### src/rtl/fp_pkg.sv
// Shared floating-point field widths and the packed payload type carried along the pipe.
package fp_pkg;

  localparam int unsigned DEF_EXP_W  = 8;
  localparam int unsigned DEF_MANT_W = 23;
  localparam int unsigned DEF_FP_W   = 1 + DEF_EXP_W + DEF_MANT_W;

  typedef struct packed {
    logic                  sign;
    logic [DEF_EXP_W-1:0]  exp;
    logic [DEF_MANT_W-1:0] mant;
  } fp_t;

endpackage

### src/rtl/fp_pipe_stage.sv
// One pipeline slot: a valid bit plus payload register with load/hold and a flush
// that clears only the valid bit.
module fp_pipe_stage
  import fp_pkg::*;
#(
  parameter int unsigned W = DEF_FP_W
) (
  input  logic         clk,
  input  logic         rst,
  input  logic         i_flush,
  input  logic         i_load,
  input  logic         i_valid,
  input  logic [W-1:0] i_data,
  output logic         o_valid,
  output logic [W-1:0] o_data
);

  logic         r_valid;
  logic [W-1:0] r_data;

  always_ff @(posedge clk) begin
    if (rst) begin
      r_valid <= 1'b0;
      r_data  <= '0;
    end else if (i_flush) begin
      r_valid <= 1'b0;
    end else if (i_load) begin
      r_valid <= i_valid;
      // Bubbles leave the previous payload in place.
      if (i_valid) r_data <= i_data;
    end
  end

  assign o_valid = r_valid;
  assign o_data  = r_data;

endmodule

### src/rtl/fp_struct_pipe.sv
// Elastic, bubble-collapsing register pipe for fp_t payloads with per-stage taps,
// flush and an occupancy count.
module fp_struct_pipe
  import fp_pkg::*;
#(
  parameter int unsigned STAGES = 6,
  parameter int unsigned EXP_W  = DEF_EXP_W,
  parameter int unsigned MANT_W = DEF_MANT_W
) (
  input  logic                          clk,
  input  logic                          rst,
  input  logic                          flush,
  input  logic                          in_valid,
  output logic                          in_ready,
  input  fp_t                           in_data,
  output logic                          out_valid,
  input  logic                          out_ready,
  output fp_t                           out_data,
  output fp_t                           tap_data [0:STAGES-1],
  output logic [STAGES-1:0]             tap_valid,
  output logic [$clog2(STAGES+1)-1:0]   occupancy
);

  localparam int unsigned W     = 1 + EXP_W + MANT_W;
  localparam int unsigned OCC_W = $clog2(STAGES+1);

  if (W != $bits(fp_t)) begin : g_width_check
    $error("fp_struct_pipe: EXP_W/MANT_W must match the widths of fp_pkg::fp_t");
  end

  logic [STAGES-1:0] w_valid;
  logic [STAGES-1:0] w_ready;
  logic [W-1:0]      w_data [0:STAGES-1];

  // A stage is ready when it or any stage downstream of it holds a bubble, or the sink accepts.
  always_comb begin
    logic w_acc;
    w_acc   = out_ready;
    w_ready = '0;
    for (int unsigned k = 0; k < STAGES; k++) begin
      w_acc                  = w_acc || !w_valid[STAGES-1-k];
      w_ready[STAGES-1-k]    = w_acc;
    end
  end

  always_comb begin
    occupancy = '0;
    for (int unsigned i = 0; i < STAGES; i++) begin
      occupancy = occupancy + OCC_W'(w_valid[i]);
    end
  end

  for (genvar i = 0; i < STAGES; i++) begin : g_stage
    logic         w_prev_valid;
    logic [W-1:0] w_prev_data;

    if (i == 0) begin : g_head
      assign w_prev_valid = in_valid && !flush;
      assign w_prev_data  = in_data;
    end else begin : g_body
      assign w_prev_valid = w_valid[i-1];
      assign w_prev_data  = w_data[i-1];
    end

    fp_pipe_stage #(
      .W (W)
    ) u_stage (
      .clk     (clk),
      .rst     (rst),
      .i_flush (flush),
      .i_load  (w_ready[i]),
      .i_valid (w_prev_valid),
      .i_data  (w_prev_data),
      .o_valid (w_valid[i]),
      .o_data  (w_data[i])
    );

    assign tap_data[i] = w_data[i];
  end

  assign in_ready  = w_ready[0] && !flush;
  assign out_valid = w_valid[STAGES-1];
  assign out_data  = w_data[STAGES-1];
  assign tap_valid = w_valid;

endmodule

### config.mk
export PLATFORM = sky130hd
export DESIGN_NAME = fp_struct_pipe
export DESIGN_NICKNAME = d
export VERILOG_FILES = /design/src/rtl/fp_pkg.sv /design/src/rtl/fp_pipe_stage.sv /design/src/rtl/fp_struct_pipe.sv
export SDC_FILE = /design/constraint.sdc
export NUM_CORES = 1
export LEC_CHECK = 0
export ABC_AREA = 1
export CORE_ASPECT_RATIO = 1.5
export CORE_UTILIZATION = 48
export DETAILED_ROUTE_END_ITERATION = 12
export GPL_TIMING_DRIVEN = 1
export PLACE_DENSITY_LB_ADDON = 0.15
export SLEW_MARGIN = 10
export SYNTH_ARGS = -nofsm -noshare
export SYNTH_HDL_FRONTEND = slang
export SYNTH_SLANG_ARGS = --single-unit
### constraint.sdc
create_clock -name clk -period 4.5 [get_ports clk]
set_input_delay 0.9 -clock clk [delete_from_list [all_inputs] [get_ports clk]]
set_output_delay 0.9 -clock clk [all_outputs]
set_load 0.005 [all_outputs]
==> impl_metrics.tcl <==
set metrics [dict create \
    clk_latency_ps 420 \
    synth.largest_area_cell "dfxtp_1" \
    ys_ff_latch 198 \
    drt-vias-per-instance 4.86 \
    finalCriticalPeriod_ps 3970 \
    grt_pass1_wl_um 30300 \
    antenna_found_initial 0 \
    criticalPathCategory "reg2out" \
    hold_viol 0 \
    vias 6784 \
    design_area_um2 10600 \
    dr.first_iter.drc_count 189 \
    initial_core_util_pct 49.6 \
    final_util_pct 69.6 \
    cts_num_sinks 198 \
    yosysSeqAreaShare_pct 52.3 \
    worstPathRequired_ps 3600 \
    worstMarginPinSlew_ps 989 \
    synth_edf_count 0 \
    hold_buffers 0 \
    cp.arrival_ps 3070 \
    critPathCaptureType "output port" \
    die-area_um2 16300 \
    root_buffer "clkbuf_16" \
    grt_start_max_net_pins 66 \
    netlist_area_um2 7580 \
    area_delta_synth_final_pct 40.2 \
    seq_area_um2 3960 \
    drv_cap 0 \
    yosysMostFrequentCell "nor2_1" \
    drtPass1Iterations 4 \
    multi_input_area_um2 2850 \
    place_ws_ps 992 \
    grt_pass1_vias 5905 \
    synthTopCellsByCount "nor2_1, dfxtp_1, a21oi_1, nand2_1, nand3_1" \
    pin_count 272 \
    status "finished clean" \
    fin_crit_sh_pct 88.3 \
    cpMostUsedCell "fa_1" \
    die_h_um 156 \
    numCtsBuffers 17 \
    cts_tree "yes" \
    die_w_um 105 \
    drc 0 \
    coreArea_um2 15300 \
    nNetsFinal 1226 \
    cts_setup_buffers 0 \
    clk_pin_slew_ps 70 \
    post_cts_resize_count 0 \
    layoutNonFillerInstCount 1397 \
    async_reset_ff_share_pct 0 \
    slew_violations 0 \
    drtAntennaViolNets 0 \
    hold_class "reg2reg" \
    syn_area_per_cell_um2 7.63 \
    synth.area.top_cells "dfxtp_1, nor2_1, a21oi_1" \
    hold_ws_ps 474 \
    crit_fanout 4 \
    drive_gt1_share_pct 4.26 \
    ys.warnings.count 0 \
    place.gp.congestion 0.771 \
    finClkSkew_ps 11.0 \
    syn_nets 1034 \
    cp_cell_sequence "fa_1, inv_1, fa_1, inv_1, ha_1, fa_1, clkdlybuf4s50_1" \
    setup_tns_ps 0 \
    setup_violations 0 \
    nFillCells 1334 \
    cts_buffer_depth 2 \
    wirelength_um 19100 \
    htree_levels 4 \
    power.density_nw_per_um2 330 \
    vdd_drop_max_mv 0.235 \
    grt_usage_pct 23.0 \
    rows 55 \
    io_buffers 271 \
    dpl.hpwl_um 13700 \
    placed_cell_area_um2 10000 \
    synth_ff_type "dfxtp_1" \
    place_inst 1365 \
    drt-wirelength-per-cell_um 13.6 \
    cp_slowest_cell "fa_1" \
    rsz0062_at_grt "no" \
    fmax_mhz 252 \
    setup_ws_ps 525 \
    max_stage_delay_ps 530 \
    startpoint_type "flop" \
    p_leak_nw 3.90 \
    yosysUniqueCellTypes 18 \
    power_mw 3.50 \
    antenna_cells 0 \
    grt-ovfl-total 0 \
    slew_headroom_pct 33.9 \
    synth_top_area_share_pct 52.3 \
    syn_inst 993 \
]
[kinds of logic (layout without fill, tap and decap cells)]
| family | after synthesis | after routing | synth area share, % |
|---|---|---|---|
| buffers and inverters | 159 | 364 | 10.2 |
| flip-flops | 198 | 198 | 52.3 |
| AND/OR/NAND/NOR | 434 | 434 | 23.5 |
| adder cells (fa/ha/maj) | 4 | 4 | 0.957 |
| AO/OA/AOI/OAI | 198 | 198 | 13.1 |
[worst paths after layout]
kind / startpoint / end / slack (ps) / depth (start not counted)
hold / removal: g_stage[2].u_stage.o_data[13]$_SDFFE_PP0P_ / g_stage[2].u_stage.o_data[13]$_SDFFE_PP0P_ / 470 / 2
setup / recovery: g_stage[0].u_stage.o_valid$_SDFFE_PP0P_ / occupancy[1] / 530 / 7
hold reg to reg: g_stage[2].u_stage.o_data[13]$_SDFFE_PP0P_ / g_stage[2].u_stage.o_data[13]$_SDFFE_PP0P_ / 470 / 2
setup reg to reg: g_stage[5].u_stage.o_valid$_SDFFE_PP0P_ / g_stage[2].u_stage.o_data[25]$_SDFFE_PP0P_ / 2100 / 6
[power by group]
part / internal [mW] / total (mW) / switching, mW / leakage (nW)
combinational: 0.104 / 0.199 / 0.0947 / 2.01
sequential: 1.77 / 1.80 / 0.0207 / 1.60
clock: 0.794 / 1.51 / 0.714 / 0.291
[layout by cell type, fill, tap and decap left out, types with 2 or more instances in the layout]
| cell | netlist | final |
|---|---|---|
| a21oi_1 | 102 | 102 |
| buf_4 | 40 | 10 |
| clkbuf_16 | 0 | 17 |
| clkdlybuf4s50_1 | 0 | 270 |
| clkinv_2 | 0 | 2 |
| clkinv_4 | 0 | 2 |
| dfxtp_1 | 198 | 198 |
| fa_1 | 3 | 3 |
| inv_1 | 51 | 50 |
| inv_6 | 0 | 5 |
| inv_8 | 0 | 4 |
| nand2_1 | 101 | 101 |
| nand2_2 | 2 | 2 |
| nand3_1 | 97 | 97 |
| nand3_2 | 2 | 2 |
| nor2_1 | 229 | 227 |
| nor2_2 | 1 | 2 |
| nor2_4 | 1 | 2 |
| o21ai_0 | 96 | 96 |
[critical path, delay by kind of cell, from the launching register on]
kind	cells	cell delay [ps]
buf+inv	3	610
fa+ha+maj	4	1710
flops	1	350
[registers in the layout (all words and copies together), names as in the netlist]
register and flops:
g_stage.u_stage.o_data 192, g_stage.u_stage.o_valid 6
[area by class of cell]
type	count	share of cell area, %
Tap cell	199	2.34
Timing Repair Buffer	281	26.2
Clock inverter	14	1.48
Multi-Input combinational cell	636	26.9
Sequential cell	198	37.3
Clock buffer	18	4.04
Inverter	51	1.81
[per-layer routing]
metal  up-vias  part of all wire (%)  track usage, %
met2       204                    50            39.7
met1      3007                    42            27.8
met4         0                   1.8            8.25
met3        21                   5.7            5.43
met5         -                     0               0
li1       3552                     -               -
Note: power is estimated with default switching activity, not from simulation.
==> patch 1: new RTL, same settings <==
`DEF_MANT_W`: 23 -> 46.
--- a/src/rtl/fp_pkg.sv
+++ b/src/rtl/fp_pkg.sv
@@ -2,7 +2,7 @@
 package fp_pkg;
 
   localparam int unsigned DEF_EXP_W  = 8;
-  localparam int unsigned DEF_MANT_W = 23;
+  localparam int unsigned DEF_MANT_W = 46;
   localparam int unsigned DEF_FP_W   = 1 + DEF_EXP_W + DEF_MANT_W;
 
   typedef struct packed {
Interface: changed (resized in_data, out_data and tap_data); port bits go from 272 to 456. No check against the original RTL was run, so the function may have changed too.
==> patch 1 against the unedited design <==
Sequential cell count grew 138; fmax shrank 3.4%; area after synthesis grew 69%; final cell count grew 67%; final area grew 69%; highest routed layer unchanged; power grew 73%; largest power group unchanged; non-clock buffer count grew 185; worst setup slack lost 140 ps; combinational power grew 71%; critical endpoint unchanged; critical path type unchanged; routed wire length grew 100%; die area grew 68%; via count grew 75%.
==> patch 1: results (changes against the unedited design) <==
run status: finished clean
HP Start: g_stage[2].u_stage.o_data[1]$_SDFFE_PP0P_
ratio of cells with drive above 1 in the final layout: 0.04287 (+0.0003004)
CTS resizes: 0 (unchanged)
CP Max Fanout: 4 (unchanged)
NumNets Final: 2046 (+67%)
Max clock buf depth: 3 (+1)
Critical Path Start: g_stage[0].u_stage.o_valid$_SDFFE_PP0P_
CP peak stage delay: 570 ps (+40 ps)
gpl congestion: 0.8684 (+13%)
Clock Skews: 13.73 ps (+2.699 ps)
top cells by count, synth: nor2_1 (391), dfxtp_1 (336), a21oi_1 (171), nand2_1 (169), nand3_1 (166)
metal2 WL: 18410 um (+93%)
H-tree Lvls: 1 (-3)
Worst Tran Pin Value: 1132 ps (+142.9 ps)
Worst-path clk slew: 70 ps (about the same)
CTS Root Cell: clkbuf_16
FF-to-FF Start: g_stage[5].u_stage.o_valid$_SDFFE_PP0P_
Synth Flop Type: dfxtp_1
slowest cell on the critical path: fa_1
wire length per cell: 16.44 um (+21%)
arrival time at the worst endpoint: 3220 ps (+150 ps)
WL met3: 2520 um (+130%)
hold path cells: 2 (unchanged)
cts bufs inserted: 31 (+14)
max FFs per register: 330 (+72%)
I/O Buffers: 455 (+68%)
static leakage power: 6.537 nW (+68%)
Setup Buffers After CTS: 0 (unchanged)
dpl cell area: 16870 um^2 (+68%)
Initial DRC Count: 749 (+300%)
Hold Crit Class: reg2reg
Max VDD drop: 0.3628 mV (+54%)
max_cap viols: 0 (unchanged)
vias in the first global route: 10730 (+82%)
hpwl dp: 27340 um (+99%)
largest net degree at the start of global routing: 121 (+83%)
fill count: 2308 (+73%)
worst-skew pair later-pin latency: 560 ps (+140 ps)
vias per cell: 5.075 (+4.5%)
highest routed layer: met4
Layout area overhead: 40.05%
first-pass GRT wire length: 59680 um (+97%)
share of the yosys chip area belonging to registers: 0.5252 (+0.002260)
gr usage total: 0.2733 (+0.04378)
antenna violations before repair: 0 (unchanged)
depth of the most critical reg-to-reg path: 7 (+1)
Post-Syn Nets: 1735 (+68%)
Synth area leaders: dfxtp_1 (53%), nor2_1 (11%), a21oi_1 (6.7%)
Async SR Flop Fraction: 0 (unchanged)
drt pass-1 iters: 8 (+4)
M1 wire length: 15490 um (+92%)
Synth cell types: 20 (+2)
Antenna Cells: 0 (unchanged)
YS warnings: 0 (unchanged)
patch 1: final timing paths:
path                                                                    to  slack, ps
worst max-delay path                                          occupancy[1]        380
worst min-delay path             g_stage[2].u_stage.o_data[1]$_SDFFE_PP0P_        480
worst min register to register   g_stage[2].u_stage.o_data[1]$_SDFFE_PP0P_        480
worst max register to register  g_stage[5].u_stage.o_data[35]$_SDFFE_PP0P_       2100
patch 1: kinds of logic (layout without fill, tap and decap cells):
logic type                 count (synthesis)  after routing  synth area share
adders and majority gates                  4              4          0.005666
buffers and inverters                    262            597            0.1039
AOI/OAI and AO/OA                        336            336            0.1313
DFF                                      336            336            0.5252
and+or+nand+nor                          733            733            0.2339
patch 1: report_power, final:
| part | total [mW] | switching [mW] | leakage [nW] | internal (mW) |
|---|---|---|---|---|
| sequential | 3.05 | 0.0400 | 2.72 | 3.01 |
| combinational | 0.340 | 0.166 | 3.30 | 0.175 |
| clock | 2.68 | 1.13 | 0.519 | 1.55 |
| total | 6.07 | 1.33 | 6.54 | 4.74 |
patch 1: tightest hold or removal path, cell delays in order, from the launching register on:
cell     delay (ps)
dfxtp_1         320
nand2_1          60
a21oi_1          50
patch 1: metrics by stage:
stage               setup slack [ps]  cells
global placement                1015   2282
CTS                            349.9   2339
global route                   250.6   2339
detailed placement             949.4   2282
finish                         383.9   2339
floorplan                       1534   1671
patch 1: routing by layer:
layer / global-route usage / vias up
met2: 0.4670 / 437
li1: - / 5967
met1: 0.3233 / 5370
met3: 0.05242 / 97
met5: 0 / -
met4: 0.1364 / 0
patch 1: final cells by class:
cell class	count	share of cell area
sequential	336	0.3750
multi-input combinational	1073	0.2670
timing repair buffer	466	0.2598
clock buffer	38	0.04862
tap	333	0.02323
inverter	74	0.01577
clock inverter	19	0.01060
==> patch 2: new RTL, same settings <==
Without the edit above. Make the reset (`rst`) asynchronous in one clocked block.
--- a/src/rtl/fp_pipe_stage.sv
+++ b/src/rtl/fp_pipe_stage.sv
@@ -18,7 +18,7 @@
   logic         r_valid;
   logic [W-1:0] r_data;
 
-  always_ff @(posedge clk) begin
+  always_ff @(posedge clk or posedge rst) begin
     if (rst) begin
       r_valid <= 1'b0;
       r_data  <= '0;
Formal check against the unedited RTL: differs if rst is asserted again (counterexample within 4 cycles, from zero or initial values and one cycle with rst high); with rst held inactive, the same outputs for 4 cycles.
==> patch 2 against the unedited design <==
Sequential share of layout area rose by 7.4 points; register-to-register slack improved by 220 ps; routed wire length fell by 3.8%; clock skew barely moved; final area rose by 4.3%; area after synthesis rose by 4.9%; count of clock-buffer cells in the layout rose by 1; synthesized cell count fell by 19%; sequential cell count did not move; global-route usage fell by 0.57 points; highest routed layer unchanged; worst hold slack improved by 21 ps; worst setup slack got worse by 150 ps.
Power is not compared: it rests on default switching activity, and its combinational part moved more than twofold at a synthesized area within 25%.
==> patch 2: results (changes against the unedited design) <==
first-pass GRT wire length: 29900 um (-1.2%)
commonest non-fill, non-tap cell in the layout: clkdlybuf4s50_1
DP Worst Slack: 814.7 ps (-177.3 ps)
CTS resizes: 0 (unchanged)
Worst Tran Pin Value: 1017 ps (+27.70 ps)
Async SR Flop Fraction: 1.000 (+1.000)
max FFs per register: 192 (unchanged)
share of the yosys chip area belonging to registers: 0.6230 (+0.1001)
worst-skew pair later-pin latency: 420 ps (about the same)
top cells by count, synth: dfrtp_1 (198), nand2_1 (197), inv_1 (78), o21ai_0 (67), nand3_1 (66)
Crit path max-delay family: adder cells
Max clock buf depth: 2 (unchanged)
YS warnings: 0 (unchanged)
Antenna Cells: 0 (unchanged)
NumNets Final: 1060 (-14%)
vias in the first global route: 5739 (-2.8%)
CTS Root Cell: clkbuf_16
GRT met2 Usage: 0.3777 (-0.01901)
ratio of cells with drive above 1 in the final layout: 0.08043 (+0.03786)
static leakage power: 5.338 nW
gpl congestion: 0.7876 (+2.2%)
Sw Share: 0.2801
cts bufs inserted: 17 (unchanged)
drt pass-1 iters: 4 (unchanged)
Clock Skews: 11.04 ps (+0.006500 ps)
arrival time at the worst endpoint: 3220 ps (+150 ps)
Routed WL: 18320 um (-3.8%)
Hold Crit Class: reg2reg
CP peak stage delay: 510 ps (-20 ps)
hpwl dp: 13260 um (-3.4%)
slowest cell on the critical path: fa_1
CP Max Fanout: 5 (+1)
Initial DRC Count: 228 (+21%)
run status: finished clean
H-tree Lvls: 4 (unchanged)
TNS Setup: 0 ps (unchanged)
Worst-path clk slew: 70 ps (about the same)
Synth cell types: 20 (+2)
Synth area leaders: dfrtp_1 (62%), nand2_1 (9.3%), mux2_2 (4.2%)
I/O Buffers: 271 (unchanged)
Max VDD drop: 0.2615 mV
largest net degree at the start of global routing: 130 (+97%)
GRT met3 Usage: 0.05265 (-0.001649)
largest area contributor in the netlist: dfrtp_1
routed vias: 5923 (-13%)
met1 global-route usage: 0.2874 (+0.009605)
gr usage total: 0.2238 (-0.005737)
Post-Syn Nets: 841 (-19%)
patch 2: cell types whose count changed in the layout (fill, tap and decap cells not counted), sizes merged, moves of 24 or more:
cell	unedited run	this run
a21oi	102	37
dfrtp	0	198
dfxtp	198	0
inv	59	83
mux2	0	30
nand2	103	199
nand3	99	70
nor2	231	35
o21ai	96	67
patch 2: cell type report:
cell class	instances	area (um^2)
Fill cell	1287	5099
Sequential cell	198	4955
Timing Repair Buffer	279	2785
Multi-Input combinational cell	444	2235
Clock buffer	19	442.9
Inverter	79	300.3
Tap cell	206	257.7
Clock inverter	13	115.1
patch 2: cell families after synthesis:
kind of cell | synth area share
DFF | 0.6230
AOI/OAI and AO/OA | 0.06545
adders and majority gates | 0.009125
muxes | 0.04248
buffers and inverters | 0.09786
and+or+nand+nor | 0.1621
patch 2: stage by stage:
stage / cells / cell area [um^2]
after global routing: 1238 / 11090
after global placement: 1206 / 10530
final: 1238 / 11090
after floorplan: 800 / 7956
after CTS: 1238 / 11090
after detailed placement: 1206 / 10530
patch 2: worst register-to-register path: stages, from the launching register on:
cell	delay [ps]
dfrtp_1	470
nand3_2	160
nor2_4	60
nand2_1	90
nand3_2	770
o21ai_0	520
patch 2: power by group through the flow:
stage	Combinational, mW	Clock [mW]	Sequential, mW
floorplan	0.397	0	2.40
global placement	1.26	0	2.42
detailed placement	1.28	0	2.43
CTS	1.29	1.46	2.40
global route	1.40	1.52	2.45
finish	1.27	1.43	2.40
patch 2: routing by layer:
metal,share of wire,up-vias
met4,0.014,0
li1,-,2950
met2,0.50,170
met5,0,-
met1,0.43,2784
met3,0.052,19
patch 2: final timing paths:
kind | start | cells after the start | slack [ps] | to
worst max register to register | g_stage[5].u_stage.o_valid$_DFFE_PP0P_ | 5 | 2320 | g_stage[2].u_stage.o_data[4]$_DFFE_PP0P_
worst min-delay path | g_stage[1].u_stage.o_data[25]$_DFFE_PP0P_ | 2 | 490 | g_stage[1].u_stage.o_data[25]$_DFFE_PP0P_
worst max-delay path | g_stage[1].u_stage.o_valid$_DFFE_PP0P_ | 7 | 380 | occupancy[1]
min in group asynchronous | rst | 2 | 960 | g_stage[5].u_stage.o_data[4]$_DFFE_PP0P_
worst min register to register | g_stage[1].u_stage.o_data[25]$_DFFE_PP0P_ | 2 | 490 | g_stage[1].u_stage.o_data[25]$_DFFE_PP0P_
max in group asynchronous | rst | 3 | 2430 | g_stage[2].u_stage.o_data[22]$_DFFE_PP0P_
